## src/rtl/mest_pro_seg_decoder_if.sv

```systemverilog
// Bus bundle between a segment source/consumer and the seven-segment pattern decoder.
interface mest_pro_seg_decoder_if #(
    parameter int unsigned SEG_WIDTH = 7
);
    logic                 i_enable;
    logic [SEG_WIDTH-1:0] i_segments;
    logic                 i_ready;
    logic [3:0]           o_value;
    logic                 o_blank;
    logic                 o_error;
    logic                 o_ambiguous;
    logic                 o_valid;
    logic                 o_overrun;

    modport master (
        output i_enable, i_segments, i_ready,
        input  o_value, o_blank, o_error, o_ambiguous, o_valid, o_overrun
    );

    modport slave (
        input  i_enable, i_segments, i_ready,
        output o_value, o_blank, o_error, o_ambiguous, o_valid, o_overrun
    );
endinterface

```

## src/rtl/mest_pro_seg_decoder.sv

```systemverilog
// Debounced seven-segment pattern decoder: a pattern stable for STABLE_COUNT further samples
// is decoded to a hex digit and held with a valid/ready handshake until accepted.
module mest_pro_seg_decoder #(
    parameter int unsigned SEG_WIDTH    = 7,
    parameter int unsigned STABLE_COUNT = 3
) (
    input  logic                  clk,
    input  logic                  rst_n,
    mest_pro_seg_decoder_if.slave bus
);

    if (STABLE_COUNT < 1 || STABLE_COUNT > 15) begin : g_bad_stable_count
        $error("STABLE_COUNT must be in 1..15");
    end

    localparam logic [3:0] STABLE = 4'(STABLE_COUNT);

    typedef enum logic [1:0] {
        IDLE  = 2'd0,
        TRACK = 2'd1,
        HOLD  = 2'd2
    } state_t;

    state_t               state_q, state_d;
    logic [SEG_WIDTH-1:0] seg_q;
    logic [3:0]           cnt_q, cnt_d;
    logic [SEG_WIDTH-1:0] last_q, last_d;
    logic                 last_vld_q, last_vld_d;
    logic [3:0]           value_q, value_d;
    logic                 blank_q, blank_d;
    logic                 error_q, error_d;
    logic                 amb_q, amb_d;
    logic                 overrun_q, overrun_d;
    logic                 decode_event;
    logic [6:0]           dec;

    // Result packing: {value[3:0], blank, error, ambiguous}
    function automatic logic [6:0] decode(input logic [SEG_WIDTH-1:0] p);
        logic [6:0] r;
        r = {4'h0, 1'b0, 1'b0, 1'b0};
        case (p)
            SEG_WIDTH'(7'b0000000): r = {4'h0, 1'b1, 1'b0, 1'b0};
            SEG_WIDTH'(7'b1111110): r = {4'h0, 1'b0, 1'b0, 1'b0};
            SEG_WIDTH'(7'b0110000): r = {4'h1, 1'b0, 1'b0, 1'b0};
            SEG_WIDTH'(7'b1101101): r = {4'h2, 1'b0, 1'b0, 1'b0};
            SEG_WIDTH'(7'b1111001): r = {4'h3, 1'b0, 1'b0, 1'b0};
            SEG_WIDTH'(7'b0110011): r = {4'h4, 1'b0, 1'b0, 1'b0};
            SEG_WIDTH'(7'b1011011): r = {4'h5, 1'b0, 1'b0, 1'b0};
            SEG_WIDTH'(7'b0011111): r = {4'h6, 1'b0, 1'b0, 1'b1};
            SEG_WIDTH'(7'b1110000): r = {4'h7, 1'b0, 1'b0, 1'b0};
            SEG_WIDTH'(7'b1111111): r = {4'h8, 1'b0, 1'b0, 1'b0};
            SEG_WIDTH'(7'b1110011): r = {4'h9, 1'b0, 1'b0, 1'b0};
            SEG_WIDTH'(7'b1110111): r = {4'hA, 1'b0, 1'b0, 1'b0};
            SEG_WIDTH'(7'b0001101): r = {4'hC, 1'b0, 1'b0, 1'b0};
            SEG_WIDTH'(7'b0111101): r = {4'hD, 1'b0, 1'b0, 1'b0};
            SEG_WIDTH'(7'b1001111): r = {4'hE, 1'b0, 1'b0, 1'b0};
            SEG_WIDTH'(7'b1000111): r = {4'hF, 1'b0, 1'b0, 1'b0};
            default:                r = {4'h0, 1'b0, 1'b1, 1'b0};
        endcase
        return r;
    endfunction

    always_comb begin
        cnt_d = cnt_q;
        if (!bus.i_enable || bus.i_segments != seg_q) begin
            cnt_d = '0;
        end else if (cnt_q != STABLE) begin
            cnt_d = cnt_q + 4'd1;
        end

        // Decoding S is safe here: the counter only advances when the new sample equals S
        decode_event = bus.i_enable && (cnt_d == STABLE) && (!last_vld_q || seg_q != last_q);
        dec          = decode(seg_q);
    end

    always_comb begin
        state_d    = state_q;
        last_d     = last_q;
        last_vld_d = last_vld_q;
        value_d    = value_q;
        blank_d    = blank_q;
        error_d    = error_q;
        amb_d      = amb_q;
        overrun_d  = overrun_q;

        if (!bus.i_enable) begin
            state_d    = IDLE;
            last_d     = '0;
            last_vld_d = 1'b0;
            value_d    = '0;
            blank_d    = 1'b0;
            error_d    = 1'b0;
            amb_d      = 1'b0;
            overrun_d  = 1'b0;
        end else begin
            if (decode_event) begin
                last_d     = seg_q;
                last_vld_d = 1'b1;
            end
            case (state_q)
                IDLE, TRACK: begin
                    state_d = decode_event ? HOLD : TRACK;
                    if (decode_event) begin
                        {value_d, blank_d, error_d, amb_d} = dec;
                    end
                end
                HOLD: begin
                    // Acceptance and a new event on the same edge hand over without a gap
                    if (decode_event && bus.i_ready) begin
                        {value_d, blank_d, error_d, amb_d} = dec;
                    end else if (decode_event) begin
                        overrun_d = 1'b1;
                    end else if (bus.i_ready) begin
                        state_d = TRACK;
                    end
                end
                default: state_d = IDLE;
            endcase
        end
    end

    always_ff @(posedge clk or negedge rst_n) begin
        if (!rst_n) begin
            state_q    <= IDLE;
            seg_q      <= '0;
            cnt_q      <= '0;
            last_q     <= '0;
            last_vld_q <= 1'b0;
            value_q    <= '0;
            blank_q    <= 1'b0;
            error_q    <= 1'b0;
            amb_q      <= 1'b0;
            overrun_q  <= 1'b0;
        end else begin
            state_q    <= state_d;
            seg_q      <= bus.i_segments;
            cnt_q      <= cnt_d;
            last_q     <= last_d;
            last_vld_q <= last_vld_d;
            value_q    <= value_d;
            blank_q    <= blank_d;
            error_q    <= error_d;
            amb_q      <= amb_d;
            overrun_q  <= overrun_d;
        end
    end

    assign bus.o_value     = value_q;
    assign bus.o_blank     = blank_q;
    assign bus.o_error     = error_q;
    assign bus.o_ambiguous = amb_q;
    assign bus.o_valid     = (state_q == HOLD);
    assign bus.o_overrun   = overrun_q;

endmodule
```

## src/flat_wrapper.sv

```systemverilog
// flat-port wrapper written by rule: the top's interface ports become plain ports
module mest_pro_seg_decoder_flat 
#(
    parameter int unsigned SEG_WIDTH    = 7,
    parameter int unsigned STABLE_COUNT = 3
)
  (clk, rst_n, bus_i_enable, bus_i_segments, bus_i_ready, bus_o_value, bus_o_blank, bus_o_error, bus_o_ambiguous, bus_o_valid, bus_o_overrun);
  mest_pro_seg_decoder_if #(.SEG_WIDTH(SEG_WIDTH)) bus_i ();
  input  logic clk;
  input  logic rst_n;
  input wire logic [$bits(bus_i.i_enable)-1:0] bus_i_enable;
  input wire logic [$bits(bus_i.i_segments)-1:0] bus_i_segments;
  input wire logic [$bits(bus_i.i_ready)-1:0] bus_i_ready;
  output wire logic [$bits(bus_i.o_value)-1:0] bus_o_value;
  output wire logic [$bits(bus_i.o_blank)-1:0] bus_o_blank;
  output wire logic [$bits(bus_i.o_error)-1:0] bus_o_error;
  output wire logic [$bits(bus_i.o_ambiguous)-1:0] bus_o_ambiguous;
  output wire logic [$bits(bus_i.o_valid)-1:0] bus_o_valid;
  output wire logic [$bits(bus_i.o_overrun)-1:0] bus_o_overrun;
  assign bus_i.i_enable = bus_i_enable;
  assign bus_i.i_segments = bus_i_segments;
  assign bus_i.i_ready = bus_i_ready;
  assign bus_o_value = bus_i.o_value;
  assign bus_o_blank = bus_i.o_blank;
  assign bus_o_error = bus_i.o_error;
  assign bus_o_ambiguous = bus_i.o_ambiguous;
  assign bus_o_valid = bus_i.o_valid;
  assign bus_o_overrun = bus_i.o_overrun;
  mest_pro_seg_decoder #(.SEG_WIDTH(SEG_WIDTH), .STABLE_COUNT(STABLE_COUNT)) u_core (.clk(clk), .rst_n(rst_n), .bus(bus_i));
endmodule
```

## config.mk

```make
export PLATFORM = sky130hd
export DESIGN_NAME = mest_pro_seg_decoder_flat
export DESIGN_NICKNAME = d
export VERILOG_FILES = /design/src/rtl/mest_pro_seg_decoder_if.sv /design/src/rtl/mest_pro_seg_decoder.sv /design/src/flat_wrapper.sv
export SDC_FILE = /design/constraint.sdc
export NUM_CORES = 1
export LEC_CHECK = 0
export CAP_MARGIN = 0
export CELL_PAD_IN_SITES_DETAIL_PLACEMENT = 0
export CELL_PAD_IN_SITES_GLOBAL_PLACEMENT = 1
export CORE_MARGIN = 5
export CORE_UTILIZATION = 46
export DETAILED_ROUTE_END_ITERATION = 8
export GPL_TIMING_DRIVEN = 0
export PLACE_DENSITY_LB_ADDON = 0.1
export SLEW_MARGIN = 20
export SYNTH_ARGS = -nofsm -noshare
export SYNTH_HDL_FRONTEND = slang
export SYNTH_SLANG_ARGS = --single-unit
export TNS_END_PERCENT = 20
```

## constraint.sdc

```tcl
create_clock -name clk -period 4.5 [get_ports clk]
set_clock_uncertainty 0.2 [all_clocks]
set_input_delay 0.9 -clock clk [delete_from_list [all_inputs] [get_ports clk]]
set_output_delay 0.9 -clock clk [all_outputs]
set_load 0.02 [all_outputs]
```

==> reports/metrics.yaml, run 1 <==
status: "finished, final reports clean"
vdd_ir_drop_max_uv: 194
cts_made_buffers: 5
start_kind: "primary input"
min_period_over_period: 0.598
fp.dieW_um: 70.9
via_per_inst: 5.54
synth_seq_cells: 29
grt_pass1_wl_mm: 6.93
layout_common_cells: "dfrtp_1 (29), clkdlybuf4s50_1 (18), nand3_1 (15)"
die_y_um: 70.9
route.detailed.drc: 0
grt_pass1_vias: 1432
dr.pass1.iters: 4
row_count: 22
synthMuxAreaShare: 0.0381
yosys_warnings: 0
r2r_start: "u_core.cnt_q[0]$_DFF_PN0_"
crit_type: "in -> reg"
worstMarginPinSlew_ps: 644
p_leak_nw: 0.915
cts_root_buf: "clkbuf_8"
numClockSinks: 29
min_period_ps: 2690
initial_utilization: 0.470
drive_gt1_frac: 0.124
hp-class: "reg -> reg"
ctsHoldBuffers: 0
yosysSeqAreaShare: 0.425
synth_cell_types: 44
async_flop_share: 1.00
netlist_area_mm2: 0.00171
cts_tree: "yes"
power-per-cell-area_mw_per_mm2: 298
cap_viol_max_count: 0
synthFlopType: "dfrtp_1"
endpoint_kind: "register"
worstPathMaxFanout: 5
postSynthAreaPerCell_um2: 9.33
io_buffers: 19
grt_max_degree: 30
hold_viol: 0
clock.fmax_mhz: 372
overflow: 0
slew_violations: 0
final-setup-viol-count: 0
synth_fa_ha_area_frac: 0.00733
synthCells: 183
synth_top_family_by_area: "simple AND/OR/NAND/NOR gates"
yosys.area_share.simple: 0.235
synth_compound_area_frac: 0.131
synth_xor_area_frac: 0.0924
htreeDepth: 2
core_area_mm2: 0.00363
clkLatencyLatePin_ps: 290
critPathLaunch: "bus_i_segments[1]"
pre_cts_ws_ps: 1510
areaGrowthSynthToFinish_pct: 21.4
worstPathArrival_ps: 2700
drtIter0Drc: 97
rsz0062_at_grt: "no"
regToRegSetupSlack_ps: 2240
hp-start: "u_core.last_vld_q$_DFFE_PN0P_"
path_clk_slew_ps: 70
worst_slack_ps: 1810
synth-edff-count: 0
place_congestion: 0.861
tns_ps: 0
final_common_cell: "dfrtp_1"
clockBufferDepth: 2
fin_nets: 221
hpwl_mm: 2.86
vias: 1429
postRouteAntennaNets: 0
post_cts_resized: 0
wl_per_cell_um: 14.9
post_cts_buffers: 0
die-area_mm2: 0.00503
antenna_found_initial: 0
wl_mm: 3.85
num_antenna_cells: 0
required_ps: 4510
syn-num-nets: 195
ioPinCount: 20
slew_headroom: 0.571
gr-usage-all-layers: 0.174
==> metrics by stage <==
stage          power [mW]   util  cell area [um^2]  cells  hold slack, ps
6_report            0.617  0.570              2070    258             289
5_1_grt             0.647  0.570              2070    258             324
4_1_cts             0.624  0.570              2070    258             288
3_5_place_dp        0.336  0.537              1950    250             270
3_3_place_gp        0.335  0.539              1960    250             267
2_1_floorplan       0.310      -              1710    183             250
==> layout make-up <==
cell class                 count  area (um^2)
fill                         337         1560
multi-input combinational    131          861
sequential                    29          726
timing repair buffer          19          185
buffer                        14         86.3
clock buffer                   6         82.6
tap                           48         60.1
clock inverter                 2         37.5
inverter                       9         33.8
==> state kept, by name (all words and copies together) (netlist names) <==
register and flops:
u_core.bus.o_ambiguous 1, u_core.bus.o_blank 1, u_core.bus.o_error 1, u_core.bus.o_overrun 1
u_core.bus.o_value 4, u_core.cnt_q 4, u_core.last_q 7, u_core.last_vld_q 1
u_core.seg_q 7, u_core.state_q 2
==> routing by layer <==
layer / GRT usage / wire length [um] / up-vias
met2: 0.267 / 1850 / 44
li1: - / - / 697
met1: 0.233 / 1750 / 684
met4: 0.0752 / 50 / 0
met3: 0.0455 / 209 / 4
met5: 0 / 0 / -
==> worst paths after layout <==
check / end / cells past startpoint
max: u_core.bus.o_blank$_DFFE_PN0P_ / 8
min: u_core.last_vld_q$_DFFE_PN0P_ / 2
max reg2reg: u_core.bus.o_blank$_DFFE_PN0P_ / 8
max in group asynchronous: u_core.bus.o_ambiguous$_DFFE_PN0P_ / 1
min in group asynchronous: u_core.cnt_q[3]$_DFF_PN0_ / 1
min reg2reg: u_core.last_vld_q$_DFFE_PN0P_ / 2
==> report_power, final <==
part           switching [mW]  internal (mW)
registers             0.00377          0.264
clock network           0.106          0.180
logic                  0.0372         0.0253
total                   0.147          0.470
==> Yosys cell counts, drive strengths merged, types with 2 or more instances <==
master,n,area [um^2]
buf,11,75.1
xnor2,10,87.6
and3,2,12.5
o21ai,12,60.1
nand3,15,75.1
nor2b,6,40.0
mux2i,5,50.1
xor2,8,70.1
clkbuf,3,11.3
nor4,4,25.0
o211a,2,20.0
inv,9,33.8
or4,2,15.0
nor2,14,60.1
nor3,3,26.3
dfrtp,29,726
a211o,2,17.5
a21oi,7,35.0
nand4,6,37.5
o21a,4,30.0
nand2,12,45.0
==> cell families after synthesis <==
group	Yosys count
adders and majority gates	1
and+or+nand+nor	71
DFF	29
AOI/OAI and AO/OA	35
muxes	6
xor gates and xnor gates	18
buffers and inverters	23
==> worst max-delay path, cell delays in order <==
cell,delay [ps]
clkdlybuf4s50_1,500
xnor2_1,130
nand4_1,200
nor3_4,240
and3_1,200
buf_6,130
mux2_4,300
nor2b_2,100
(Power assumes the default switching activity.)
==> run 2: changes to the inputs <==
CORE_UTILIZATION = 42   (was 46)
clock period = 2.6 ns   (was 4.5 ns; I/O delays follow)
==> reports/metrics.yaml, run 2 (synthesis gave the netlist of run 1 again) <==
status: "finished, final reports clean"  # unchanged
layout_common_cells: "dfrtp_1 (29), clkdlybuf4s50_1 (18), nand3_1 (15)"  # unchanged
post_cts_resized: 0  # unchanged
fin_nets: 221  # unchanged
antenna_found_initial: 0  # unchanged
place_congestion: 0.880  # was 0.861
required_ps: 2620  # was 4510 ps
htreeDepth: 2  # unchanged
io_buffers: 19  # unchanged
placed_area_mm2: 0.00195  # about the same
hp-class: "in -> async"  # was reg -> reg
clock.fmax_mhz: 420
postRouteAntennaNets: 0  # unchanged
ioPinCount: 20  # unchanged
die_y_um: 73.7  # was 70.9 um
clkLatencyLatePin_ps: 280  # was 290 ps
worstPathArrival_ps: 2400  # was 2700 ps
grt_pass1_wl_mm: 7.36  # was 6.93 mm
power-per-cell-area_mw_per_mm2: 457  # was 298 mW/mm^2
seqPwrFrac: 0.499  # was 0.435
row_count: 23  # was 22
overflow: 0  # unchanged
cap_viol_max_count: 0  # unchanged
vias: 1436  # was 1,429
netSwitchingFraction: 0.263  # was 0.238
cts_tree: "yes"  # unchanged
endpoint_kind: "register"  # unchanged
fin_total_pwr_mw: 0.931  # was 0.617 mW
fp.dieW_um: 73.7  # was 70.9 um
wl_mm: 4.30  # was 3.85 mm
post_cts_buffers: 0  # unchanged
die-area_mm2: 0.00544  # was 0.00503 mm^2
gr-usage-all-layers: 0.178  # was 0.174
dr.pass1.iters: 4  # unchanged
finalNonFillerCells: 260  # was 258
worst_slack_ps: 220  # was 1810 ps
initial_utilization: 0.430  # was 0.470
final-setup-viol-count: 0  # unchanged
slew_violations: 0  # unchanged
via_per_inst: 5.52  # was 5.54
route.detailed.drc: 0  # unchanged
drtIter0Drc: 61  # was 97
cts_made_buffers: 5  # unchanged
final_common_cell: "dfrtp_1"  # unchanged
clock_power_share: 0.381  # was 0.464
grt_pass1_vias: 1496  # was 1,432
hold_viol: 0  # unchanged
drive_gt1_frac: 0.119  # was 0.124
hpwl_mm: 3.22  # was 2.86 mm
crit_type: "in -> reg"  # unchanged
path_clk_slew_ps: 60  # was 70 ps
min_period_ps: 2380
vdd_ir_drop_max_uv: 208  # was 194 uV
worstMarginPinSlew_ps: 660  # was 644 ps
clockBufferDepth: 2  # unchanged
numClockSinks: 29  # unchanged
final_area_mm2: 0.00204  # was 0.00207 mm^2
grt_max_degree: 30  # unchanged
core_area_mm2: 0.00397  # was 0.00363 mm^2
pre_cts_ws_ps: -57.5  # was 1510 ps
areaGrowthSynthToFinish_pct: 19.4  # was 21.4%
fillers: 389  # was 337
wl_per_cell_um: 16.6  # was 14.9 um
cts_root_buf: "clkbuf_8"  # unchanged
placed_cells_incl_taps: 252  # was 250
p_sw_mw: 0.245  # was 0.147 mW
start_kind: "primary input"  # unchanged
min_period_over_period: 0.915
worstPathMaxFanout: 5  # unchanged
top_regs: "u_core.last_q x7, u_core.seg_q x7"  # unchanged
p_leak_nw: 0.903  # was 0.915 nW
p_int_mw: 0.687  # was 0.470 mW
power.share.combinational: 0.120  # was 0.101
num_antenna_cells: 0  # unchanged
ctsHoldBuffers: 0  # unchanged
slew_headroom: 0.560  # was 0.571
tns_ps: 0  # unchanged
rsz0062_at_grt: "no"  # unchanged
==> run 2: cell types whose count changed in the layout (fill, tap and decap cells not counted), sizes merged <==
cell,before,now
bufinv,1,0
clkinvlp,1,0
clkinv,0,2
==> run 2: worst paths after layout <==
check / end / from / slack [ps] / cells past startpoint
min in group clk: u_core.last_vld_q$_DFFE_PN0P_ / u_core.last_vld_q$_DFFE_PN0P_ / 290 / 2
max reg2reg: u_core.bus.o_blank$_DFFE_PN0P_ / u_core.cnt_q[0]$_DFF_PN0_ / 310 / 8
min reg2reg: u_core.last_vld_q$_DFFE_PN0P_ / u_core.last_vld_q$_DFFE_PN0P_ / 290 / 2
max: u_core.bus.o_blank$_DFFE_PN0P_ / bus_i_segments[6] / 220 / 8
max in group asynchronous: u_core.last_q[4]$_DFFE_PN0P_ / rst_n / 1710 / 1
min: u_core.cnt_q[0]$_DFF_PN0_ / rst_n / 70 / 1
==> run 2: layout make-up <==
cell class / count / area, um^2 / area share
Buffer: 14 / 86.3 / 0.0424
Timing Repair Buffer: 19 / 185 / 0.0909
Sequential cell: 29 / 726 / 0.356
Tap cell: 50 / 62.6 / 0.0307
Multi-Input combinational cell: 131 / 861 / 0.423
Clock inverter: 2 / 10.0 / 0.00491
Clock buffer: 6 / 72.6 / 0.0356
Inverter: 9 / 33.8 / 0.0166
==> run 2: metrics by stage <==
step | util | hold WS, ps
detailed placement | 0.492 | 275
CTS | 0.513 | 77.9
floorplan | - | 24.4
finish | 0.513 | 65.6
global route | 0.513 | 127
global placement | 0.493 | 270
==> run 2: worst max-delay path, cell delays in order <==
cell	delay [ps]
clkdlybuf4s50_1	500
xnor2_1	140
nand4_1	220
nor3_4	270
and3_1	220
buf_6	140
mux2_4	300
nor2b_2	100
==> run 2: power by group through the flow <==
stage               Clock (mW)  Combinational, mW  Sequential (mW)
finish                   0.355              0.111            0.465
CTS                      0.372              0.111            0.465
global route             0.391              0.123            0.465
floorplan                    0             0.0656            0.471
detailed placement           0              0.111            0.473
global placement             0              0.109            0.473
==> run 2: layer usage <==
| metal | GRT usage | share of wire |
|---|---|---|
| met5 | 0 | 0 |
| met4 | 0.0704 | 0.021 |
| met3 | 0.0383 | 0.030 |
| met2 | 0.289 | 0.50 |
| met1 | 0.230 | 0.45 |
==> run 3: changes to the inputs <==
SKIP_CTS_REPAIR_TIMING = 1   (was unset)
==> results of run 3 <==
The final DEF is identical to that of run 2; final timing and power are the same.
